===== config.mk =====
export PLATFORM = sky130hd
export DESIGN_NAME = cam_capture_writer
export DESIGN_NICKNAME = d
export VERILOG_FILES = /design/src/rtl/cam_capture_writer.sv
export SDC_FILE = /design/constraint.sdc
export NUM_CORES = 1
export LEC_CHECK = 0
export ABC_CLOCK_PERIOD_IN_PS = 3250
export BUFFER_PORTS_ARGS = -buffer_cell sky130_fd_sc_hd__buf_2
export CELL_PAD_IN_SITES_DETAIL_PLACEMENT = 0
export CELL_PAD_IN_SITES_GLOBAL_PLACEMENT = 1
export CORE_AREA = 2 2 121 76
export CTS_CLUSTER_SIZE = 30
export DETAILED_ROUTE_END_ITERATION = 8
export DIE_AREA = 0 0 123 78
export PLACE_DENSITY_LB_ADDON = 0.25
export SYNTH_ARGS = -nofsm -noshare
export SYNTH_HDL_FRONTEND = slang
export SYNTH_SLANG_ARGS = --single-unit

===== constraint.sdc =====
create_clock -name clk -period 3.25 [get_ports clk]
set_input_delay 0.4875 -clock clk [delete_from_list [all_inputs] [get_ports clk]]
set_output_delay 0.4875 -clock clk [all_outputs]
set_load 0.01 [all_outputs]

===== src/rtl/cam_capture_writer.sv =====
// Camera capture writer: samples an OV7670-style RGB444 port in the clk domain, decimates by
// 2**c_decim_shift and emits single-cycle frame-buffer writes. Define CAM_CAPTURE_GRAY_EN for grayscale output.
module cam_capture_writer #(
  parameter int c_src_cols    = 640,
  parameter int c_src_rows    = 480,
  parameter int c_decim_shift = 3,
  parameter int c_img_cols    = 80,
  parameter int c_img_rows    = 60,
  parameter int c_nb_img_pxls = 13
) (
  input  logic                     clk,
  input  logic                     reset_n,
  input  logic                     capture,
  input  logic                     cam_pclk,
  input  logic                     cam_vsync,
  input  logic                     cam_href,
  input  logic [7:0]               cam_d,
  output logic                     wr_en,
  output logic [c_nb_img_pxls-1:0] wr_addr,
  output logic [11:0]              wr_data,
  output logic                     frame_done,
  output logic                     busy
);

  localparam logic       ST_IDLE  = 1'b0;
  localparam logic       ST_FRAME = 1'b1;
  localparam logic [10:0] c_x_lim = 11'(c_src_cols);
  localparam logic [9:0]  c_y_lim = 10'(c_src_rows);
  localparam logic [c_nb_img_pxls:0] c_addr_lim = (c_nb_img_pxls+1)'(c_img_cols * c_img_rows);

  // {pclk, vsync, href, d} through two sync flops, then one registered edge-detect stage
  logic [10:0] sync1, sync2;
  logic [2:0]  prev;
  logic        pclk_rise_q, vs_rise_q, vs_fall_q, href_fall_q, href_q;
  logic [7:0]  d_q;

  always_ff @(posedge clk or negedge reset_n) begin
    if (!reset_n) begin
      sync1       <= '0;
      sync2       <= '0;
      prev        <= '0;
      pclk_rise_q <= 1'b0;
      vs_rise_q   <= 1'b0;
      vs_fall_q   <= 1'b0;
      href_fall_q <= 1'b0;
      href_q      <= 1'b0;
      d_q         <= '0;
    end else begin
      sync1       <= {cam_pclk, cam_vsync, cam_href, cam_d};
      sync2       <= sync1;
      prev        <= sync2[10:8];
      pclk_rise_q <= sync2[10] & ~prev[2];
      vs_rise_q   <= sync2[9] & ~prev[1];
      vs_fall_q   <= ~sync2[9] & prev[1];
      href_fall_q <= ~sync2[8] & prev[0];
      href_q      <= sync2[8];
      d_q         <= sync2[7:0];
    end
  end

  logic        state;
  logic [10:0] x;
  logic [9:0]  y;
  logic        phase;
  logic [3:0]  r;
  logic        wr_ok;
  logic [11:0] pix;

  // Counters saturate so oversize lines/frames can never wrap back into the write window
  assign wr_ok = (x[c_decim_shift-1:0] == '0) && (y[c_decim_shift-1:0] == '0) &&
                 (x < c_x_lim) && (y < c_y_lim) && ({1'b0, wr_addr} < c_addr_lim);

`ifdef CAM_CAPTURE_GRAY_EN
  logic [3:0] gray;
  assign gray = 4'((6'(r) + {1'b0, d_q[7:4], 1'b0} + 6'(d_q[3:0])) >> 2);
  assign pix  = {gray, gray, gray};
`else
  assign pix  = {r, d_q};
`endif

  assign busy = (state == ST_FRAME);

  always_ff @(posedge clk or negedge reset_n) begin
    if (!reset_n) begin
      state      <= ST_IDLE;
      x          <= '0;
      y          <= '0;
      phase      <= 1'b0;
      r          <= '0;
      wr_en      <= 1'b0;
      wr_addr    <= '0;
      wr_data    <= '0;
      frame_done <= 1'b0;
    end else begin
      wr_en      <= 1'b0;
      frame_done <= 1'b0;
      if (wr_en) wr_addr <= wr_addr + 1'b1;
      if (state == ST_IDLE) begin
        if (vs_fall_q && capture) begin
          state   <= ST_FRAME;
          x       <= '0;
          y       <= '0;
          phase   <= 1'b0;
          wr_addr <= '0;
        end
      end else begin
        if (vs_rise_q) begin
          frame_done <= 1'b1;
          state      <= ST_IDLE;
        end else if (href_fall_q) begin
          if (y != '1) y <= y + 10'd1;
          x     <= '0;
          phase <= 1'b0;
        end else if (pclk_rise_q && href_q) begin
          if (!phase) begin
            r     <= d_q[3:0];
            phase <= 1'b1;
          end else begin
            phase <= 1'b0;
            if (x != '1) x <= x + 11'd1;
            if (wr_ok) begin
              wr_en   <= 1'b1;
              wr_data <= pix;
            end
          end
        end
      end
    end
  end

endmodule

# ---- Word-level counts from Yosys, hierarchy flattened
# Index checks and enable logic that the tools add are counted.
dict set report totals {
  register_bits 92
  in_bits 14
  out_inout_bits 28
  wordCells 89
}
dict set report classes {
  add_sub_neg 3
  magnitude_cmp 3
  n_eq_ne 8
  n_mux 32
  bitwise 11
  n_reduce_logical 14
}
# op count
set ops {}
lappend ops {{2-to-1 mux 11 bit} 7}
lappend ops {{2-to-1 mux 10 bit} 5}
lappend ops {{2-to-1 mux 13 bit} 3}
lappend ops {{2-to-1 mux 1 bit} 17}
lappend ops {{adder 13 x 1 -> 13 bit (second input constant)} 1}
lappend ops {{< comparator 13 bit (second input constant)} 1}
lappend ops {{adder 11 x 1 -> 11 bit (second input constant)} 1}
lappend ops {{< comparator 11 x 10 -> 1 bit (second input constant)} 1}
lappend ops {{!= test 11 bit (second input constant)} 1}
lappend ops {{adder 10 x 1 -> 10 bit (second input constant)} 1}
lappend ops {{< comparator 10 x 9 -> 1 bit (second input constant)} 1}
lappend ops {{!= test 10 bit (second input constant)} 1}
lappend ops {{AND reduction 5 bit} 2}
lappend ops {{!= test 3 x 2 -> 1 bit (second input constant)} 3}
lappend ops {{NOT 1 bit} 7}
lappend ops {{logical AND 1 bit} 6}
lappend ops {{logical NOT 3 bit} 2}
lappend ops {{AND reduction 6 bit} 1}
lappend ops {{bitwise AND 1 bit} 4}
lappend ops {{!= test 2 bit (second input constant)} 2}
lappend ops {{AND reduction 4 bit} 1}
lappend ops {{AND reduction 3 bit} 1}
lappend ops {{!= test 2 x 1 -> 1 bit (second input constant)} 1}
lappend ops {{nonzero test 2 bit} 1}

# ---- Logic depth before layout (Yosys ltp)
# Gate-level depths: netlist (run 1).
dict set report depth {
  ltp_word 11
  ltp_mapped 7
  ltp_nobuf 5
}

# ---- Worst setup path after synthesis (run 1)
# Ideal clock, no wire load.
dict set report synth_timing {
  path_type {register to register}
  from {register wr_addr[6]}
  to {register wr_data[0]}
  setup_time_ns 0.125
  t_arrival_ns 1.883
  required_ns 3.125
  path_slack_ns 1.242
  path_stages_with_launch 6
  n_path_buf 1
  period_less_slack_ns 2.008
  path_cell_list {dfrtp_1 a21o_1 a211o_1 a2111oi_4 buf_8 mux2_4}
}
dict set report synth_via {
  elab_chain_cells 3
}
# item line_no
set synth_rtl {}
lappend synth_rtl {{start, declared} 19} ;# output logic [c_nb_img_pxls-1:0] wr_addr,
lappend synth_rtl {{start signal, assigned} 97} ;# if (wr_en) wr_addr <= wr_addr + 1'b1;
lappend synth_rtl {{< comparator 13 bit} 71} ;# (x < c_x_lim) && (y < c_y_lim) && ({1'b0, wr_addr} < c_addr_lim);
lappend synth_rtl {{logical AND 1 bit} 71}
lappend synth_rtl {{AND reduction 6 bit (no line)} -}
lappend synth_rtl {{end signal, assigned} 123} ;# wr_data <= pix;
lappend synth_rtl {{end, declared} 20} ;# output logic [11:0] wr_data,
# Every way passes these cells.
# A chain may end at the register's enable or synchronous reset.

# ---- Worst setup path in the final report (run 1)
dict set report layout_timing {
  from {register state, in the netlist busy}
  to {register y[6]}
}
dict set report layout_via {
  elab_chain_cells 2
  elab_cells_between_ends 6
  cone_classes {eq/ne (3); mux (1); reduce/logical (2)}
}
# item line_no
set layout_rtl {}
lappend layout_rtl {{start, declared} 61} ;# logic state;
lappend layout_rtl {{start signal, assigned} 85} ;# state <= ST_IDLE;
lappend layout_rtl {{start signal, assigned} 100} ;# state <= ST_FRAME;
lappend layout_rtl {{start signal, assigned} 109} ;# state <= ST_IDLE;
lappend layout_rtl {{!= test 2 x 1 -> 1 bit (no line) (tied with other cells)} -}
lappend layout_rtl {{AND reduction 4 bit (no line)} -}
lappend layout_rtl {{end signal, assigned} 111} ;# if (y != '1) y <= y + 10'd1;
lappend layout_rtl {{end, declared} 63} ;# logic [9:0] y;
# Parallel ways exist; a longest one is shown, timed or not.

==> results of run 1 <==
==> layer usage <==
layer	wire length [um]	vias up
li1	-	1186
met1	3700	1217
met2	3060	64
met3	389	9
met4	86	0
met5	0	-
==> synthesized netlist by cell type (all sizes together) (2+ instances only) <==
library cell  number  area (um^2)
a21boi             4         30.0
a21o               3         22.5
a21oi              9         45.0
a22o               2         17.5
and2               2         12.5
and3               2         13.8
and3b              3         26.3
and4               5         43.8
buf                6         38.8
clkbuf             6         22.5
dfrtp             91         2280
ha                 5         62.6
inv                7         26.3
mux2              17          229
mux2i              5         50.1
nand2             22         82.6
nand2b             4         25.0
nand3             10         50.1
nand4             11         68.8
nand4b             2         17.5
nor2              15         56.3
nor2b              4         25.0
nor3               4         20.0
nor4               6         37.5
o21ai              9         45.0
o311ai             2         17.5
o31ai              8         60.1
or2                2         12.5
or3                8         51.3
or4                6         45.0
xnor2              4         35.0
xor2               6         52.6
==> logic make-up (layout without fill, tap and decap cells) <==
logic type	count (synthesis)	in the layout	synth area share (%)
multiplexers	22	22	7.44
buffers and inverters	19	69	2.34
AO/OA/AOI/OAI	45	45	8.78
flip-flops	91	91	60.7
adder cells (fa/ha/maj)	5	5	1.67
XOR/XNOR	10	10	2.34
AND/OR/NAND/NOR	110	110	16.7
==> cell usage in the layout, fill, tap and decap left out, types with 3 or more instances in the layout <==
cell type  count
nor2b_1        4
buf_2         40
inv_1          7
nand2b_1       4
nor2_1        15
clkbuf_16      9
o31ai_1        8
or3_1          7
nand2_1       22
a21boi_0       4
ha_1           5
buf_4          6
nand4_1       11
nor3_1         4
and3b_1        3
mux2_2         7
xor2_1         6
dfrtp_1       91
a21oi_1        9
a21o_1         3
nor4_1         6
and4_1         5
xnor2_1        4
mux2i_1        5
nand3_1       10
o21ai_0        9
inv_6          3
mux2_4        10
or4_1          6
==> metrics by stage <==
step | hold WS [ns] | util [%] | std cells | cell area, um^2
finish | 0.175 | 51.9 | 464 | 4350
global placement | 0.331 | 48.5 | 448 | 4070
global route | 0.227 | 51.9 | 464 | 4350
CTS | 0.195 | 51.9 | 464 | 4350
detailed placement | 0.335 | 48.5 | 448 | 4070
floorplan | 0.192 | - | 302 | 3750
==> final cells by class <==
class / instances / share of cell area, %
inverter: 7 / 0.603
sequential: 91 / 52.3
clock buffer: 9 / 5.17
clock inverter: 7 / 1.29
tap: 112 / 3.22
multi-input combinational: 192 / 31.8
timing repair buffer: 46 / 5.63
==> worst max-delay path: cells and delay by family, from the launching register on <==
| family | cells | cell delay [ns] |
|---|---|---|
| AOI/OAI and AO/OA | 1 | 0.15 |
| buffers and inverters | 1 | 0.33 |
| DFF | 1 | 0.51 |
| and+or+nand+nor | 3 | 1.22 |
==> sequential cells by signal, summed over array words and instances (netlist names), 3 cells and up <==
signal   flops
wr_addr     13
wr_data     12
sync1       11
sync2       11
x           11
y           10
d_q          8
r            4
prev         3
==> how the worst min path moves through the flow <==
stage / to / slack, ns / cells after the start
after floorplan: busy / 0.19 / 0
after global placement: sync2[3] / 0.33 / 0
after detailed placement: d_q[6] / 0.33 / 0
after CTS: wr_addr[11] / 0.19 / 1
after global routing: wr_addr[11] / 0.23 / 1
final: wr_addr[11] / 0.17 / 1
==> power by group through the flow <==
stage | clock [mW] | sequential (mW) | combinational, mW
2_1_floorplan | 0 | 1.26 | 0.122
3_3_place_gp | 0 | 1.29 | 0.175
3_5_place_dp | 0 | 1.29 | 0.182
4_1_cts | 1.01 | 1.27 | 0.183
5_1_grt | 1.06 | 1.28 | 0.204
6_report | 0.982 | 1.27 | 0.179
==> flow_summary_export.csv, run 1 <==
group,metric,value,unit
worst_hold_path,hold_path.class,"input port to asynchronous set/reset pin",
global_routing,first_global_vias,2360,
finish,fin_nets,366,
critical_path,critPathKind,"flop to flop",
clock_network,cts_root_buffer,"clkbuf_16",
critical_path,crit_required,3.51,ns
timing,rsz0062_at_grt,"false",
clock_network,cts_buffer_depth,2,
flow_run,maxCapViolCount,0,
die,floorplan.initialDensity,44.7,%
pwr,leakage,2.05,nW
routing,wl_per_cell,15.6,um
logic_synthesis,synthCells,302,
logic_synthesis,syn_avg_cell_area,12.4,um^2
timing,finalClockSkew,0.00757,ns
global_routing,grt-ovfl-total,0,
logic_synthesis,synth-main-ff-cell,"dfrtp_1",
logic_synthesis,ys_seq_elements,91,
pwr,power.internal,1.81,mW
timing,worst_slew_pin_slew,0.997,ns
finish,regArea,2280,um^2
routing,drt_first_pass_iters,4,
placed_design,pre_cts_slack,0.986,ns
global_routing,busiest_layer,"met1",
die,coreArea,8390,um^2
timing,hold_violations,0,
finish,multi_input_area,1380,um^2
critical_path,crit_arrival,2.57,ns
logic_synthesis,synth_fp_nets,321,
clock_network,path_clk_slew,0.07,ns
global_routing,met1_usage,25.9,%
global_routing,grt_pass1_wl,12.2,mm
critical_path,slowest_stage,"or4_1",
critical_path,crit_path_start,"busy",
routing,num_vias,2476,
logic_synthesis,yosysSeqAreaShare,60.7,%
pwr,p_comb_share,7.4,%
pwr,power,2.43,mW
timing,setup_viol,0,
timing,final.setup.worst_slack,0.946,ns
global_routing,gr-usage-met3,4.93,%
clock_network,clkLatencyLatePin,0.34,ns
finish,area_growth,16.2,%
pwr,peakVddDrop,352,uV
pwr,p_clk_share,40.4,%
routing,viasPerCell,5.34,
critical_path,start_kind,"flop",
finish,drive_above_1_share,24.4,%
clock_network,cts_setup_buffers,0,
global_routing,antenna_found_initial,0,
critical_path,regToRegStartpoint,"busy",
clock_network,cts_resized,0,
critical_path,crit_fanout,22,
critical_path,reg2reg_to,"y[6]",
critical_path,path_cells,"and3b_1 -> buf_4 -> nor2_1 -> or4_1 -> a21oi_1",
timing,finalCritPeriodShare,70.9,%
finish,insertedDiodeCount,0,
placed_design,place_congestion,0.852,
clock_network,cts.sinks,91,
global_routing,grt_max_degree,53,
critical_path,worst_path_largest_cell_delay,0.54,ns
pwr,power.density,558,nW/um^2
logic_synthesis,synth_async_sr_flop_share,100,%
die,row_count,26,
timing,fin_crit,2.30,ns
timing,report.final.slew_viol_count,0,
routing,post-route-drc-count,0,
die,die_w,123,um
placed_design,dp_hpwl,5.02,mm
run_status,status,"finished clean",
logic_synthesis,yosysUniqueCellTypes,49,
logic_synthesis,synth_edf_count,0,
pwr,power.share.switching,25.6,%
critical_path,cp-end-kind,"flop",
clock_network,cts_made_buffers,9,
pwr,switchingPower,0.622,mW
die,num_io_pins,42,
clock_network,ctsHtreeMaxLevel,3,
die,die-area,9590,um^2
global_routing,grt_use_met2,22.6,%
timing,maxSlewHeadroom,33.5,%
routing,antenna_violating_nets_post_route,0,
logic_synthesis,yosys_warnings,0,
finish,nFillCells,761,
timing,finalSetupTns,0,ns
clock_network,holdBufCountCts,0,
critical_path,rr_worst_depth,5,
critical_path,cp-endpoint,"y[6]",
timing,fmax,0.434,GHz
global_routing,grt.total_usage,16.7,%
die,die_h,78,um
clock_network,cts_tree,"yes",
routing,drtIter0Drc,201,
logic_synthesis,synth_area,3750,um^2
routing,routed_wl,7.24,mm
pwr,seq_power_share,52.2,%
critical_path,rrSetupSlack,0.95,ns
placed_design,port_buffers,41,
Note: power is estimated with default switching activity, not from simulation.
==> run 2: changes to the inputs <==
--- a/config.mk
+++ b/config.mk
@@ -5,14 +5,14 @@
 export SDC_FILE = /design/constraint.sdc
 export NUM_CORES = 1
 export LEC_CHECK = 0
-export ABC_CLOCK_PERIOD_IN_PS = 3250
+export ABC_CLOCK_PERIOD_IN_PS = 2050
 export BUFFER_PORTS_ARGS = -buffer_cell sky130_fd_sc_hd__buf_2
 export CELL_PAD_IN_SITES_DETAIL_PLACEMENT = 0
 export CELL_PAD_IN_SITES_GLOBAL_PLACEMENT = 1
-export CORE_AREA = 2 2 121 76
+export CORE_AREA = 2 2 125 79
 export CTS_CLUSTER_SIZE = 30
 export DETAILED_ROUTE_END_ITERATION = 8
-export DIE_AREA = 0 0 123 78
+export DIE_AREA = 0 0 127 81
 export PLACE_DENSITY_LB_ADDON = 0.25
 export SYNTH_ARGS = -nofsm -noshare
 export SYNTH_HDL_FRONTEND = slang
==> constraint.sdc (replaced) <==
create_clock -name clk -period 2.05 [get_ports clk]
set_input_delay 0.3075 -clock clk [delete_from_list [all_inputs] [get_ports clk]]
set_output_delay 0.3075 -clock clk [all_outputs]
set_load 0.01 [all_outputs]
==> flow_summary_export.csv, run 2 (synthesis gave the netlist of run 1 again) <==
group,metric,value,unit
run_status,status,"finished clean",
clock_network,cts_buffer_depth,2,
die,die-area,10300,um^2
finish,area_growth,22.1,%
critical_path,slowest_stage,"a2111oi_4",
finish,largest_reg_flops,13,
clock_network,ctsHtreeMaxLevel,3,
worst_hold_path,hp-start,"cam_d[2]",
timing,rsz0062_at_grt,"false",
global_routing,grt-ovfl-total,0,
timing,fin_crit,1.94,ns
timing,finalClockSkew,0.00487,ns
critical_path,crit_required,2.27,ns
pwr,leakage,2.17,nW
global_routing,first_global_vias,2461,
clock_network,path_clk_slew,0.07,ns
global_routing,grt_max_degree,37,
timing,finalCritPeriodShare,94.6,%
finish,final_util,49.1,%
critical_path,cp.buffers_inverters,1,
critical_path,start_kind,"flop",
finish,mostFrequentLayoutCells,"dfrtp_1, buf_2, buf_4",
die,num_io_pins,42,
die,die_h,81,um
timing,maxSlewHeadroom,69.2,%
routing,viasPerCell,5.07,
critical_path,critPathKind,"flop to flop",
finish,drive_above_1_share,28.7,%
clock_network,cts.sinks,91,
global_routing,antenna_found_initial,0,
critical_path,crit_fanout,12,
critical_path,crit_path_start,"wr_addr[6]",
global_routing,grt_pass1_wl,12.5,mm
die,row_count,28,
die,die_w,127,um
routing,wl_per_cell,14.8,um
finish,insertedDiodeCount,0,
critical_path,critPathTopFamily,"compound AO/OA/AOI/OAI gates",
timing,final.setup.worst_slack,0.111,ns
placed_design,dp_hpwl,5.21,mm
die,coreArea,9320,um^2
timing,finalSetupTns,0,ns
die,floorplan.initialDensity,40.2,%
critical_path,cp-end-kind,"flop",
timing,fmax,0.516,GHz
clock_network,cts_made_buffers,9,
routing,drt_first_pass_iters,5,
routing,post-route-drc-count,0,
pwr,peakVddDrop,527,uV
worst_hold_path,hold_path.class,"input port to flop",
routing,drtIter0Drc,187,
placed_design,pre_cts_slack,0.0866,ns
global_routing,grt.total_usage,15.8,%
finish,layout_commonest_cell,"dfrtp_1",
critical_path,crit_arrival,2.16,ns
routing,antenna_violating_nets_post_route,0,
critical_path,worst_path_largest_cell_delay,0.41,ns
flow_run,maxCapViolCount,0,
finish,fin_nets,387,
placed_design,place_congestion,0.762,
placed_design,port_buffers,41,
clock_network,clkLatencyLatePin,0.33,ns
timing,hold_violations,0,
critical_path,path_cells,"a21o_1 -> a211o_1 -> a2111oi_4 -> buf_12 -> mux2_2",
routing,routed_wl,7.32,mm
timing,setup_viol,0,
pwr,power.density,864,nW/um^2
clock_network,cts_root_buffer,"clkbuf_16",
timing,report.final.slew_viol_count,0,
clock_network,cts_tree,"yes",
finish,largest_register,"wr_addr",
timing,worst_slew_pin_slew,0.460,ns
critical_path,regToRegStartpoint,"wr_addr[6]",
routing,num_vias,2500,
finish,largest_registers,"wr_addr (13), wr_data (12)",
run 2: changes by cell type in the layout (fill, tap and decap cells not counted), sizes merged:
cell         previous run  this run
buf                    46        66
clkinvlp                0         1
clkinv                  3         1
clkbuf                  9        10
dlygate4sd3             0         1
run 2: repair_timing:
action / 4_1_cts / 5_1_grt
hold endpoints to repair: 22 / 0
setup endpoints to repair: 0 / 12
buffers inserted: 0 / 0
hold buffers: 1 / 0
gates resized for setup: 0 / 1
run 2: layout make-up:
type / instances / area (um^2)
fillers: 846 / 4740
flip-flops and latches: 91 / 2280
multi-input cells: 192 / 1390
repair buffers: 67 / 443
clock buffers: 10 / 239
well taps: 120 / 150
clock inverters: 6 / 52.6
inverters: 7 / 26.3
run 2: metrics by stage:
step	cells	area [um^2]	hold WS, ns	total power [mW]
2_1_floorplan	302	3750	0.0119	2.20
3_3_place_gp	476	4270	0.227	2.38
3_5_place_dp	476	4270	0.233	2.40
4_1_cts	493	4570	0.0589	4.02
5_1_grt	493	4580	0.0492	4.16
6_report	493	4580	0.0702	3.96
run 2: path summary, 6_finish.rpt:
| check | slack (ns) | endpoint | cells past startpoint |
|---|---|---|---|
| hold reg to reg | 0.34 | d_q[1] | 0 |
| setup / recovery | 0.11 | wr_data[2] | 5 |
| setup reg to reg | 0.11 | wr_data[2] | 5 |
| min in group asynchronous | 0.43 | d_q[1] | 2 |
| max in group asynchronous | 1.09 | wr_addr[9] | 3 |
| hold / removal | 0.07 | sync1[2] | 1 |
run 2: power breakdown:
group	switching (mW)	total, mW	leakage (nW)	internal, mW
clock network	0.721	1.60	0.143	0.879
logic	0.205	0.382	0.844	0.177
registers	0.0712	1.98	1.18	1.90
total	0.997	3.96	2.17	2.96
run 2: per-layer routing:
layer  global-route usage [%]  routed length, um  vias to the layer above
met5                        0                  0                        -
met2                     20.3               2900                       44
met4                     4.62                 53                        0
met1                     24.9               4060                     1219
li1                         -                  -                     1231
met3                     4.94                305                        6
==> run 3: changes to the inputs <==
--- a/config.mk
+++ b/config.mk
@@ -9,10 +9,11 @@
 export BUFFER_PORTS_ARGS = -buffer_cell sky130_fd_sc_hd__buf_2
 export CELL_PAD_IN_SITES_DETAIL_PLACEMENT = 0
 export CELL_PAD_IN_SITES_GLOBAL_PLACEMENT = 1
-export CORE_AREA = 2 2 125 79
+export CORE_AREA = 2 2 123 77
+export CTS_BUF_LIST = sky130_fd_sc_hd__clkbuf_8
 export CTS_CLUSTER_SIZE = 30
 export DETAILED_ROUTE_END_ITERATION = 8
-export DIE_AREA = 0 0 127 81
+export DIE_AREA = 0 0 125 79
 export PLACE_DENSITY_LB_ADDON = 0.25
 export SYNTH_ARGS = -nofsm -noshare
 export SYNTH_HDL_FRONTEND = slang
==> flow_summary_export.csv, run 3 (synthesis gave the netlist of run 1 again) <==
group,metric,value,unit
global_routing,antenna_found_initial,0,
routing,num_vias,2547,
timing,rsz0062_at_grt,"false",
routing,post-route-drc-count,0,
pwr,p_comb_share,9.5,%
placed_design,place_congestion,0.802,
die,num_io_pins,42,
die,coreArea,8850,um^2
timing,worst_slew_pin_slew,0.557,ns
timing,hold_violations,0,
placed_design,dp_hpwl,5.55,mm
finish,layout_commonest_cell,"dfrtp_1",
clock_network,cts_made_buffers,9,
timing,finalClockSkew,0.0101,ns
clock_network,cts_root_buffer,"clkbuf_8",
run_status,status,"finished clean",
routing,drt_first_pass_iters,4,
clock_network,cts.sinks,91,
finish,regArea,2280,um^2
finish,nFillCells,809,
pwr,p_clk_share,35.7,%
timing,fmax,0.506,GHz
routing,routed_wl,7.58,mm
global_routing,grt_max_degree,45,
critical_path,cp-end-kind,"flop",
clock_network,cts_buffer_depth,2,
flow_run,maxCapViolCount,0,
timing,setup_viol,0,
critical_path,start_kind,"flop",
worst_hold_path,worstHoldPathCells,1,
critical_path,crit_required,2.31,ns
global_routing,grt_pass1_wl,13.1,mm
pwr,peakVddDrop,456,uV
finish,multi_input_area,1390,um^2
timing,fin_crit,1.97,ns
timing,maxSlewHeadroom,62.9,%
placed_design,dpl.cell_count,471,
critical_path,crit_fanout,12,
finish,area_growth,19.3,%
placed_design,port_buffers,41,
finish,insertedDiodeCount,0,
clock_network,clkLatencyLatePin,0.36,ns
critical_path,rr_worst_depth,5,
clock_network,ctsHtreeMaxLevel,3,
pwr,power.density,810,nW/um^2
global_routing,grt.total_usage,17.1,%
clock_network,cts_tree,"yes",
timing,finalCritPeriodShare,96.3,%
worst_hold_path,hold_path.class,"input port to flop",
die,die_h,79,um
timing,finalSetupTns,0,ns
pwr,switchingPower,0.943,mW
critical_path,critPathKind,"flop to flop",
routing,antenna_violating_nets_post_route,0,
timing,whs,0.0423,ns
die,row_count,27,
finish,largest_register,"wr_addr",
finish,fin_nets,386,
die,floorplan.initialDensity,42.4,%
global_routing,first_global_vias,2457,
clock_network,cts_setup_buffers,0,
clock_network,path_clk_slew,0.09,ns
die,die-area,9880,um^2
finish,mostFrequentLayoutCells,"dfrtp_1, buf_2, buf_4",
finish,largest_reg_flops,13,
critical_path,crit_arrival,2.23,ns
pwr,leakage,2.12,nW
timing,report.final.slew_viol_count,0,
routing,wl_per_cell,15.5,um
die,die_w,125,um
finish,largest_registers,"wr_addr (13), wr_data (12)",
global_routing,grt-ovfl-total,0,
finish,final_util,50.5,%
routing,drtIter0Drc,152,
finish,post_layout_nonfiller_instances,488,
pwr,power.internal,2.68,mW
routing,viasPerCell,5.22,
pwr,seq_power_share,54.8,%
pwr,power.share.switching,26.0,%
finish,drive_above_1_share,28.5,%
==> run 3: power groups by stage <==
stage	clock [mW]	combinational, mW	sequential, mW
2_1_floorplan	0	0.193	2.00
3_3_place_gp	0	0.341	2.01
3_5_place_dp	0	0.348	2.02
4_1_cts	1.34	0.352	1.99
5_1_grt	1.43	0.396	2.00
6_report	1.29	0.345	1.99
==> run 3: worst max-delay path, stage by stage (launching register included) <==
cell,delay (ns)
dfrtp_1,0.38
a21o_1,0.17
a211o_1,0.34
a2111oi_4,0.42
buf_12,0.21
mux2_2,0.34
==> run 3: metrics by stage <==
| stage | setup WS [ns] | total power, mW | cell area [um^2] |
|---|---|---|---|
| 2_1_floorplan | 0.0420 | 2.20 | 3750 |
| 6_report | 0.0756 | 3.62 | 4470 |
| 4_1_cts | 0.0257 | 3.68 | 4470 |
| 3_3_place_gp | 0.124 | 2.36 | 4250 |
| 5_1_grt | 0.00508 | 3.83 | 4470 |
| 3_5_place_dp | 0.0296 | 2.37 | 4250 |
==> run 3: what timing repair did <==
action,4_1_cts,5_1_grt
hold buffers,1,0
gates resized for setup,0,2
setup endpoints to repair,0,13
endpoints found under the hold margin,41,0
==> run 3: worst paths after layout <==
kind,slack [ns],to,from
max reg2reg,0.08,wr_data[1],wr_addr[6]
max in group asynchronous,0.95,y[3],reset_n
min reg2reg,0.35,sync2[10],sync1[10]
max,0.08,wr_data[1],wr_addr[6]
min in group asynchronous,0.47,vs_fall_q,reset_n
min,0.04,sync1[0],cam_d[0]
==> run 3: layout make-up <==
type	instances	share of cell area, %
Inverter	7	0.588
Clock inverter	6	1.73
Sequential cell	91	50.9
Timing Repair Buffer	66	9.46
Tap cell	116	3.25
Clock buffer	10	3.08
Multi-Input combinational cell	192	31.0
==> run 3: layer usage <==
layer | GRT usage [%] | wire length, um | vias to the layer above
met5 | 0 | 0 | -
met4 | 3.89 | 51 | 0
met3 | 6.60 | 447 | 4
met2 | 22.1 | 2950 | 63
met1 | 26.6 | 4130 | 1252
li1 | - | - | 1228
